===== config.mk =====
export PLATFORM = sky130hd
export DESIGN_NAME = uart_tx_serializer
export DESIGN_NICKNAME = d
export VERILOG_FILES = /design/src/rtl/uart_tx_pkg.sv /design/src/rtl/uart_baud_counter.sv /design/src/rtl/uart_tx_serializer.sv
export SDC_FILE = /design/constraint.sdc
export NUM_CORES = 1
export LEC_CHECK = 0
export ABC_AREA = 1
export CAP_MARGIN = 40
export CORE_ASPECT_RATIO = 1.1
export CORE_UTILIZATION = 35
export CTS_CLUSTER_SIZE = 14
export DETAILED_ROUTE_END_ITERATION = 6
export GPL_TIMING_DRIVEN = 0
export SLEW_MARGIN = 15
export SYNTH_ARGS = -nofsm -noshare
export SYNTH_HDL_FRONTEND = slang
export SYNTH_SLANG_ARGS = --single-unit
export TNS_END_PERCENT = 1

===== constraint.sdc =====
create_clock -name clk -period 2.5 [get_ports clk]
set_input_delay 0.25 -clock clk [delete_from_list [all_inputs] [get_ports clk]]
set_output_delay 0.25 -clock clk [all_outputs]
set_load 0.02 [all_outputs]

===== src/rtl/uart_tx_pkg.sv =====
// Shared UART transmitter types: FSM state encoding and word-length decode helpers.
// Latency: n/a (types and pure functions). Backpressure: n/a. Optional parity state via UART_TX_PARITY_EN.
package uart_tx_pkg;

    typedef enum logic [2:0] {
        IDLE,
        START,
        DATA,
`ifdef UART_TX_PARITY_EN
        PARITY,
`endif
        STOP
    } uart_tx_state_e;

    localparam logic [2:0] LAST_IDX_5 = 3'd4;
    localparam logic [2:0] LAST_IDX_6 = 3'd5;
    localparam logic [2:0] LAST_IDX_7 = 3'd6;
    localparam logic [2:0] LAST_IDX_8 = 3'd7;

    // Index of the final data bit sent for a data_bits code (0=5 .. 3=8 bits).
    function automatic logic [2:0] data_last_idx(input logic [1:0] data_bits);
        logic [2:0] idx;
        case (data_bits)
            2'd0:    idx = LAST_IDX_5;
            2'd1:    idx = LAST_IDX_6;
            2'd2:    idx = LAST_IDX_7;
            default: idx = LAST_IDX_8;
        endcase
        return idx;
    endfunction

    function automatic logic [7:0] data_mask(input logic [1:0] data_bits);
        logic [7:0] m;
        case (data_bits)
            2'd0:    m = 8'h1F;
            2'd1:    m = 8'h3F;
            2'd2:    m = 8'h7F;
            default: m = 8'hFF;
        endcase
        return m;
    endfunction

endpackage


===== src/rtl/uart_baud_counter.sv =====
// Bit-time generator: one-cycle bit_tick every max(divisor,1) clk while run is high.
// Latency: first tick max(divisor,1) cycles after restart. Backpressure: none; free-running while run.
module uart_baud_counter #(
    parameter int DIV_W = 16
) (
    input  logic             clk,
    input  logic             rst_n,
    input  logic [DIV_W-1:0] divisor,
    input  logic             run,
    input  logic             restart,
    output logic             bit_tick
);

    logic [DIV_W-1:0] cnt;
    logic [DIV_W-1:0] top_val;

    // A zero divisor is treated as one: tick on every cycle.
    assign top_val  = (divisor == '0) ? '0 : divisor - {{(DIV_W-1){1'b0}}, 1'b1};
    assign bit_tick = run && !restart && (cnt == top_val);

    always_ff @(posedge clk) begin
        if (!rst_n) begin
            cnt <= '0;
        end else if (restart || !run || bit_tick) begin
            cnt <= '0;
        end else begin
            cnt <= cnt + {{(DIV_W-1){1'b0}}, 1'b1};
        end
    end

endmodule


===== src/rtl/uart_tx_serializer.sv =====
// UART byte serializer (start, 5-8 data LSB first, optional parity under UART_TX_PARITY_EN, 1-2 stop).
// Latency: start bit on sdata 1 clk after transfer; ready again 1 clk after last stop cycle. Backpressure: tx_ready low while busy.
module uart_tx_serializer
    import uart_tx_pkg::*;
#(
    parameter int DIV_W = 16
) (
    input  logic             clk,
    input  logic             rst_n,
    input  logic [7:0]       tx_data,
    input  logic             tx_valid,
    output logic             tx_ready,
    input  logic [DIV_W-1:0] divisor,
    input  logic [1:0]       data_bits,
    input  logic             two_stop,
    input  logic             parity_en,
    input  logic             parity_odd,
    output logic             sdata,
    output logic             busy
);

    uart_tx_state_e   state;
    logic [7:0]       data_q;
    logic [DIV_W-1:0] div_q;
    logic [2:0]       last_q;
    logic             two_stop_q;
    logic             second_q;
    logic [2:0]       bit_cnt;
    logic [2:0]       bit_nxt;
    logic             sdata_q;
    logic             ready_q;
    logic             transfer;
    logic             bit_tick;

`ifdef UART_TX_PARITY_EN
    logic par_on_q;
    logic par_bit_q;
`else
    logic unused_parity_cfg;
    assign unused_parity_cfg = parity_en ^ parity_odd;
`endif

    assign transfer = tx_valid && ready_q;
    assign bit_nxt  = bit_cnt + 3'd1;
    assign tx_ready = ready_q;
    assign busy     = ~ready_q;
    assign sdata    = sdata_q;

    uart_baud_counter #(
        .DIV_W (DIV_W)
    ) u_baud (
        .clk      (clk),
        .rst_n    (rst_n),
        .divisor  (div_q),
        .run      (~ready_q),
        .restart  (transfer),
        .bit_tick (bit_tick)
    );

    always_ff @(posedge clk) begin
        if (!rst_n) begin
            state      <= IDLE;
            sdata_q    <= 1'b1;
            ready_q    <= 1'b1;
            bit_cnt    <= '0;
            second_q   <= 1'b0;
            data_q     <= '0;
            div_q      <= '0;
            last_q     <= '0;
            two_stop_q <= 1'b0;
`ifdef UART_TX_PARITY_EN
            par_on_q   <= 1'b0;
            par_bit_q  <= 1'b0;
`endif
        end else begin
            case (state)
                IDLE: begin
                    sdata_q <= 1'b1;
                    if (transfer) begin
                        data_q     <= tx_data;
                        div_q      <= divisor;
                        last_q     <= data_last_idx(data_bits);
                        two_stop_q <= two_stop;
`ifdef UART_TX_PARITY_EN
                        par_on_q   <= parity_en;
                        // Parity covers only the bits actually sent.
                        par_bit_q  <= (^(tx_data & data_mask(data_bits))) ^ parity_odd;
`endif
                        bit_cnt    <= '0;
                        second_q   <= 1'b0;
                        sdata_q    <= 1'b0;
                        ready_q    <= 1'b0;
                        state      <= START;
                    end
                end
                START: begin
                    if (bit_tick) begin
                        sdata_q <= data_q[0];
                        state   <= DATA;
                    end
                end
                DATA: begin
                    if (bit_tick) begin
                        if (bit_cnt == last_q) begin
`ifdef UART_TX_PARITY_EN
                            if (par_on_q) begin
                                sdata_q <= par_bit_q;
                                state   <= PARITY;
                            end else begin
                                sdata_q <= 1'b1;
                                state   <= STOP;
                            end
`else
                            sdata_q <= 1'b1;
                            state   <= STOP;
`endif
                        end else begin
                            bit_cnt <= bit_nxt;
                            sdata_q <= data_q[bit_nxt];
                        end
                    end
                end
`ifdef UART_TX_PARITY_EN
                PARITY: begin
                    if (bit_tick) begin
                        sdata_q <= 1'b1;
                        state   <= STOP;
                    end
                end
`endif
                STOP: begin
                    sdata_q <= 1'b1;
                    if (bit_tick) begin
                        if (two_stop_q && !second_q) begin
                            second_q <= 1'b1;
                        end else begin
                            ready_q <= 1'b1;
                            state   <= IDLE;
                        end
                    end
                end
                default: begin
                    sdata_q <= 1'b1;
                    ready_q <= 1'b1;
                    state   <= IDLE;
                end
            endcase
        end
    end

endmodule


==> results of run 1 <==
## kinds of logic (layout without fill, tap and decap cells)
family	after synthesis	count (layout)
AOI/OAI and AO/OA	73	73
adders and majority gates	7	7
and+or+nand+nor	275	275
buffers and inverters	78	116
DFF	52	52
xor gates and xnor gates	11	11
## layout by cell type, fill, tap and decap left out, types with 4 or more instances in the layout
cell type                         instances
sky130_fd_sc_hd__a21oi_1                 38
sky130_fd_sc_hd__buf_6                    4
sky130_fd_sc_hd__clkbuf_1                12
sky130_fd_sc_hd__clkbuf_8                 5
sky130_fd_sc_hd__clkdlybuf4s50_1         31
sky130_fd_sc_hd__dfxtp_1                 52
sky130_fd_sc_hd__ha_1                     6
sky130_fd_sc_hd__inv_1                   59
sky130_fd_sc_hd__nand2_1                121
sky130_fd_sc_hd__nand2_2                  4
sky130_fd_sc_hd__nand3_1                 55
sky130_fd_sc_hd__nand4_1                 12
sky130_fd_sc_hd__nor2_1                  51
sky130_fd_sc_hd__nor2_2                   9
sky130_fd_sc_hd__nor2_4                   6
sky130_fd_sc_hd__nor3_2                   5
sky130_fd_sc_hd__o21ai_0                 28
sky130_fd_sc_hd__o21ai_1                  4
sky130_fd_sc_hd__xnor2_1                  4
sky130_fd_sc_hd__xor2_1                   7
## per-layer routing
metal  vias to the layer above  share of wire
met1                      1473           0.46
met2                        68           0.49
met4                         0          0.021
met3                        12          0.031
li1                       1675              -
met5                         -              0
## final cells by class
cell class	count	area, µm²
Timing Repair Buffer	31	310
Clock inverter	2	60.1
Fill cell	920	5020
Tap cell	114	143
Inverter	62	235
Sequential cell	52	1040
Buffer	16	90.1
Clock buffer	5	68.8
Multi-Input combinational cell	366	1900
## state kept, by name, summed over array words and instances, names as in the netlist
name / count
second_q: 1
last_q: 3
sdata: 1
state: 2
data_q: 8
two_stop_q: 1
bit_cnt: 3
div_q: 16
tx_ready: 1
u_baud.cnt: 16
## report_power, final
part / switching (µW) / leakage (µW) / total (µW) / internal [µW]
clock: 291 / 0.0000642 / 685 / 394
sequential: 158 / 0.000426 / 1170 / 1010
combinational: 1640 / 0.00110 / 2580 / 934
total: 2090 / 0.00159 / 4430 / 2340
## final timing paths
kind | startpoint | end | slack, ps | cells after the start
max | div_q[1] | u_baud.cnt[11] | 200 | 16
min | rst_n | data_q[0] | 380 | 3
max reg2reg | div_q[1] | u_baud.cnt[11] | 200 | 16
min reg2reg | second_q | second_q | 450 | 2
## what timing repair did
action,4_1_cts,5_1_grt
buffers inserted,0,0
resized for setup,3,10
setup endpoints to repair,13,19
## through the flow
step,cell area [µm²],setup TNS (ps),hold WS (ps),power [µW],utilization
final,3850,0,383,4430,0.434
after global placement,3670,-873,435,3650,0.413
after floorplan,3220,0,415,3100,-
after global routing,3850,-425,392,4850,0.434
after CTS,3810,0,381,4400,0.429
after detailed placement,3670,-1200,444,3680,0.413
## worst min-delay path, cell delays in order
cell and delay [ps]:
sky130_fd_sc_hd__clkbuf_1 220, sky130_fd_sc_hd__o21ai_0 140, sky130_fd_sc_hd__a21oi_1 50
==> results by group, run 1 <==
Status
  – Status: completed

Detailed routing
  – First-pass DRT Iterations: 5
  – Detailed Route WL: 8100 µm
  – Antenna violation net count after detailed routing: 0
  – Drt first-iter violations: 120
  – Via count of the routed design: 3228
  – Number of DRC violations after detailed routing: 0
  – Via density per instance: 4.98
  – Avg WL per Cell: 12.5 µm

STA
  – Number of endpoints failing setup at the final stage: 0
  – Worst-Margin Slew: 494 ps
  – Pins Over Slew Limit: 0
  – Post-Route Skew: 7.37 ps
  – F_max: 0.435 GHz
  – Final WS setup: 204 ps
  – Fraction of the cycle the final worst path needs: 0.919
  – Minimum clock period: 2300 ps
  – Worst-case headroom to the max-slew limit: 0.671
  – Final hold violation count: 0

Place
  – Minimum setup slack after placement: -121 ps
  – Buffers on Ports: 31
  – Routability Congestion: 0.915
  – HPWL after DPL: 6310 µm
  – Cell total after placement: 641

Synthesis
  – Yosys reg bits: 52
  – Main flop type after synthesis: sky130_fd_sc_hd__dfxtp_1
  – Cell accounting for the most synthesized area: sky130_fd_sc_hd__dfxtp_1
  – Fraction of registers with async set or reset after synthesis: 0
  – Synth top area cells: sky130_fd_sc_hd__dfxtp_1 (32%), sky130_fd_sc_hd__nand2_1 (14%), sky130_fd_sc_hd__nand3_1 (8.6%)
  – Post-Syn Instances: 496
  – Proportion of synthesized area in mux cells: 0
  – Compound-cell area share of the yosys netlist: 0.117
  – Simple-gate portion of the synthesized area: 0.403
  – List of most frequent post-synthesis cells: sky130_fd_sc_hd__nand2_1 (121), sky130_fd_sc_hd__inv_1 (60), sky130_fd_sc_hd__nand3_1 (55)
  – Mapped cell area: 0.00322 mm²
  – Synthesized-area fraction occupied by adder cells: 0.0272
  – Xor/xnor share of the synthesized area: 0.0300
  – Sequential area share after synthesis: 0.324
  – Fraction of synthesized cell area taken by the top area cell type: 0.324
  – Synth Warn #: 0
  – Number of enable flip-flop cells after synthesis: 0
  – Largest family of logic cells by synthesized area: simple AND/OR/NAND/NOR gates
  – Post-Syn Nets: 535
  – Post-synth cell types: 33
  – Cell with the most instances after synthesis: sky130_fd_sc_hd__nand2_1
  – Mean instance size in the synthesized netlist: 6.48 µm²

Clock tree
  – H-tree lvl count: 2
  – Root buffer selected by CTS: sky130_fd_sc_hd__clkbuf_8
  – CTS hold repair buffers: 0
  – TritonCTS Buffers: 5
  – Num Clock Sinks: 52
  – TritonCTS clock tree: done
  – Largest buffer count on any clock path: 2
  – Register clock-pin slew on the reported worst setup and hold paths: 100 ps
  – Skew-Pair Late Insertion Delay: 310 ps

Floorplanning
  – FP Rows: 36
  – DIE AREA: 0.00958 mm²
  – Horiz. Die Dim: 93.4 µm
  – Initial cell density of the core: 0.362
  – Placeable core region: 0.00887 mm²
  – Count of boundary I/O pins: 35
  – Die extent in y: 103 µm

Critical path
  – Critical Path Slowest Stage Cell: sky130_fd_sc_hd__dfxtp_1
  – Startpoint kind of the worst setup timing path: flip-flop
  – Type of the setup path with the least slack: flip-flop to flip-flop
  – Maximum fanout along the worst path: 10
  – Crit path DAT: 2500 ps
  – Cell-by-cell listing of the critical path: inv_1 -> ha_4 -> nand2_4 -> nor2_4 -> nand2_4 -> buf_6 -> nand3_1 -> nand2_1 -> nor2_2 -> nand2_1 -> nor2_1 -> nand3_1 -> nor2_2 -> nand3b_4 -> buf_6 -> a21oi_1
  – WP buf/inv: 3
  – Element type at the critical path end: flip-flop
  – Largest stage delay on the critical path: 330 ps
  – CP top delay family: simple AND/OR/NAND/NOR gates
  – Required @ worst endpoint: 2710 ps

Final layout
  – Fin nets: 573
  – P&R area growth vs syn: 19.7%
  – Ant. Diodes: 0
  – Fraction of layout instances using a drive strength above 1: 0.0899
  – Cell Count, Final, Fillers Out: 648

Run
  – Max-Cap Viols: 0

GRT
  – Met3 usage in global routing: 0.0280
  – Largest net degree at the start of global routing: 16
  – Total congestion overflow after global routing: 0
  – GR Layer Usage met1: 0.220
  – Number of antenna violations at the first check in global routing: 0
  – Via count of the first global-routing pass: 3008
  – Busiest grt layer: met2
  – Total Routing Usage GR: 0.179
  – Wire length of the first global-routing pass: 13600 µm
  – Met2 usage: 0.319

Power and ir drop
  – Leak pwr: 0.00159 µW
  – Power Dens Cells: 1150 mW/mm²
  – Worst VDD drop: 0.634 mV

Hold path
  – Worst hold path class: input pin to flip-flop
No activity file was read; power rests on OpenSTA's default activity.
==> run 2: changes to the inputs <==
--- a/config.mk
+++ b/config.mk
@@ -16,4 +16,3 @@
 export SYNTH_ARGS = -nofsm -noshare
 export SYNTH_HDL_FRONTEND = slang
 export SYNTH_SLANG_ARGS = --single-unit
-export TNS_END_PERCENT = 1
==> results by group, run 2 (synthesized netlist as in run 1, its figures left out) <==
Clock tree
  – H-tree lvl count: 2 (unchanged)
  – Register clock-pin slew on the reported worst setup and hold paths: 90 ps (about the same)
  – Largest buffer count on any clock path: 2 (unchanged)
  – TritonCTS Buffers: 5 (unchanged)
  – CTS hold repair buffers: 0 (unchanged)
  – Num Clock Sinks: 52 (unchanged)
  – Skew-Pair Late Insertion Delay: 310 ps (about the same)
  – Root buffer selected by CTS: sky130_fd_sc_hd__clkbuf_8
  – TritonCTS clock tree: done

GRT
  – Number of antenna violations at the first check in global routing: 0 (unchanged)
  – Total Routing Usage GR: 0.179 (unchanged)
  – Via count of the first global-routing pass: 3008 (unchanged)
  – Wire length of the first global-routing pass: 13600 µm (unchanged)
  – Total congestion overflow after global routing: 0 (unchanged)
  – Largest net degree at the start of global routing: 16 (unchanged)

Floorplanning
  – Placeable core region: 0.00887 mm² (unchanged)
  – DIE AREA: 0.00958 mm² (unchanged)
  – Initial cell density of the core: 0.362 (unchanged)
  – FP Rows: 36 (unchanged)
  – Die extent in y: 103 µm (unchanged)
  – Count of boundary I/O pins: 35 (unchanged)
  – Horiz. Die Dim: 93.4 µm (unchanged)

Final layout
  – Largest registers: div_q (16), u_baud.cnt (16), data_q (8)
  – P&R area growth vs syn: 20.2%
  – Most used cells in the layout excluding fill and tap cells: sky130_fd_sc_hd__nand2_1 (121), sky130_fd_sc_hd__inv_1 (59), sky130_fd_sc_hd__nand3_1 (55), sky130_fd_sc_hd__dfxtp_1 (52), sky130_fd_sc_hd__nor2_1 (51)
  – Fin nets: 575 (+0.35%)
  – Cell Count, Final, Fillers Out: 650 (+0.31%)
  – Commonest non-fill, non-tap cell in the layout: sky130_fd_sc_hd__nand2_1
  – Fraction of layout instances using a drive strength above 1: 0.0933 (+0.00340)
  – Ant. Diodes: 0 (unchanged)

Run
  – Max-Cap Viols: 0 (unchanged)

Detailed routing
  – Via density per instance: 4.99 (+0.25%)
  – Antenna violation net count after detailed routing: 0 (unchanged)
  – Number of DRC violations after detailed routing: 0 (unchanged)
  – Drt first-iter violations: 127 (+5.8%)
  – Via count of the routed design: 3246 (+0.56%)
  – First-pass DRT Iterations: 7 (+2)
  – Detailed Route WL: 8120 µm (+0.25%)
  – Avg WL per Cell: 12.5 µm (about the same)

STA
  – F_max: 0.439 GHz (+0.93%)
  – Minimum clock period: 2280 ps (-21.1 ps)
  – Post-Route Skew: 8.20 ps (+0.831 ps)
  – Number of endpoints failing setup at the final stage: 0 (unchanged)
  – Hold slack: 388 ps (+5.59 ps)
  – Final hold violation count: 0 (unchanged)
  – Worst-Margin Slew: 491 ps (-3.17 ps)
  – Pins Over Slew Limit: 0 (unchanged)
  – Fraction of the cycle the final worst path needs: 0.910 (-0.00843)
  – Worst-case headroom to the max-slew limit: 0.673 (+0.00211)

Critical path
  – Cell-by-cell listing of the critical path: inv_1 -> ha_4 -> nand2_4 -> nor2_4 -> nand2_4 -> buf_6 -> nand2_1 -> nand2_1 -> nand2_1 -> nand2_1 -> nor2_1 -> nand4_1 -> nor2_2 -> nand3b_4 -> buf_6 -> a21oi_1
  – Maximum fanout along the worst path: 10 (unchanged)
  – Required @ worst endpoint: 2710 ps (about the same)
  – CP top delay family: simple AND/OR/NAND/NOR gates
  – Type of the setup path with the least slack: flip-flop to flip-flop
  – Most frequent cell on the critical path: sky130_fd_sc_hd__nand2_1
  – Critical Path Slowest Stage Cell: sky130_fd_sc_hd__dfxtp_1
  – Crit path DAT: 2480 ps (-20 ps)
  – WP buf/inv: 3 (unchanged)
  – Startpoint kind of the worst setup timing path: flip-flop
  – Largest stage delay on the critical path: 330 ps (about the same)
  – Element type at the critical path end: flip-flop

Status
  – Status: completed

Power and ir drop
  – Power Dens Cells: 1150 mW/mm² (-0.21%)
  – Leak pwr: 0.00160 µW (+0.54%)
  – Worst VDD drop: 0.639 mV (+0.81%)

Place
  – Cell total after placement: 641 (unchanged)
  – Buffers on Ports: 31 (unchanged)
  – HPWL after DPL: 6310 µm (unchanged)
  – Routability Congestion: 0.915 (unchanged)

Hold path
  – Worst hold path class: input pin to flip-flop
-- run 2: where the power goes --
part           total [µW]  internal (µW)  switching [µW]  leakage, µW
Combinational        2590            943            1640      0.00111
Sequential           1170           1010             157     0.000426
Clock                 683            394             289    0.0000642
-- run 2: per-stage QoR --
step	area, µm²	setup WS (ps)	util	TNS, ps	power, µW
final	3860	225	0.436	0	4440
after global routing	3860	-45.9	0.436	-371	4860
after CTS	3810	71.4	0.429	0	4400
after detailed placement	3670	-121	0.413	-1200	3680
after global placement	3670	-93.4	0.413	-873	3650
after floorplan	3220	324	-	0	3100
-- run 2: layout make-up --
class,count,area (µm²)
clock inverters,2,60.1
fillers,920,5010
clock buffers,5,68.8
plain buffers,16,90.1
repair buffers,33,325
inverters,62,235
multi-input cells,366,1900
flip-flops and latches,52,1040
well taps,114,143
-- run 2: metal layers --
| layer | GRT usage | vias up | routed length [µm] |
|---|---|---|---|
| li1 | - | 1680 | - |
| met1 | 0.220 | 1481 | 3710 |
| met2 | 0.319 | 72 | 3990 |
| met3 | 0.0280 | 13 | 256 |
| met4 | 0.0651 | 0 | 173 |
| met5 | 0 | - | 0 |
-- run 2: path summary, 6_finish.rpt --
| path | to | cells past startpoint | slack [ps] | start |
|---|---|---|---|---|
| worst max register to register | u_baud.cnt[11] | 16 | 220 | div_q[1] |
| worst max-delay path | u_baud.cnt[11] | 16 | 220 | div_q[1] |
| worst min register to register | second_q | 2 | 450 | second_q |
| worst min-delay path | data_q[7] | 3 | 390 | rst_n |
-- run 2: worst reg2reg max path: cells and delay by family, from the launching register on --
kind,cells,cell delay [ps]
AND/OR/NAND/NOR,11,1190
AO/OA/AOI/OAI,1,50
adder cells (fa/ha/maj),1,190
buffers and inverters,3,420
flip-flops,1,330
-- run 2: repair_timing --
action / 4_1_cts / 5_1_grt
buffers inserted: 0 / 2
endpoints found under the setup margin: 13 / 19
resized for setup: 3 / 10
==> run 3: changes to the inputs <==
--- a/config.mk
+++ b/config.mk
@@ -6,6 +6,7 @@
 export NUM_CORES = 1
 export LEC_CHECK = 0
 export ABC_AREA = 1
+export ABC_CLOCK_PERIOD_IN_PS = 2500
 export CAP_MARGIN = 40
 export CORE_ASPECT_RATIO = 1.1
 export CORE_UTILIZATION = 35
==> results of run 3 <==
The final DEF is identical to that of run 2; final timing and power are the same.
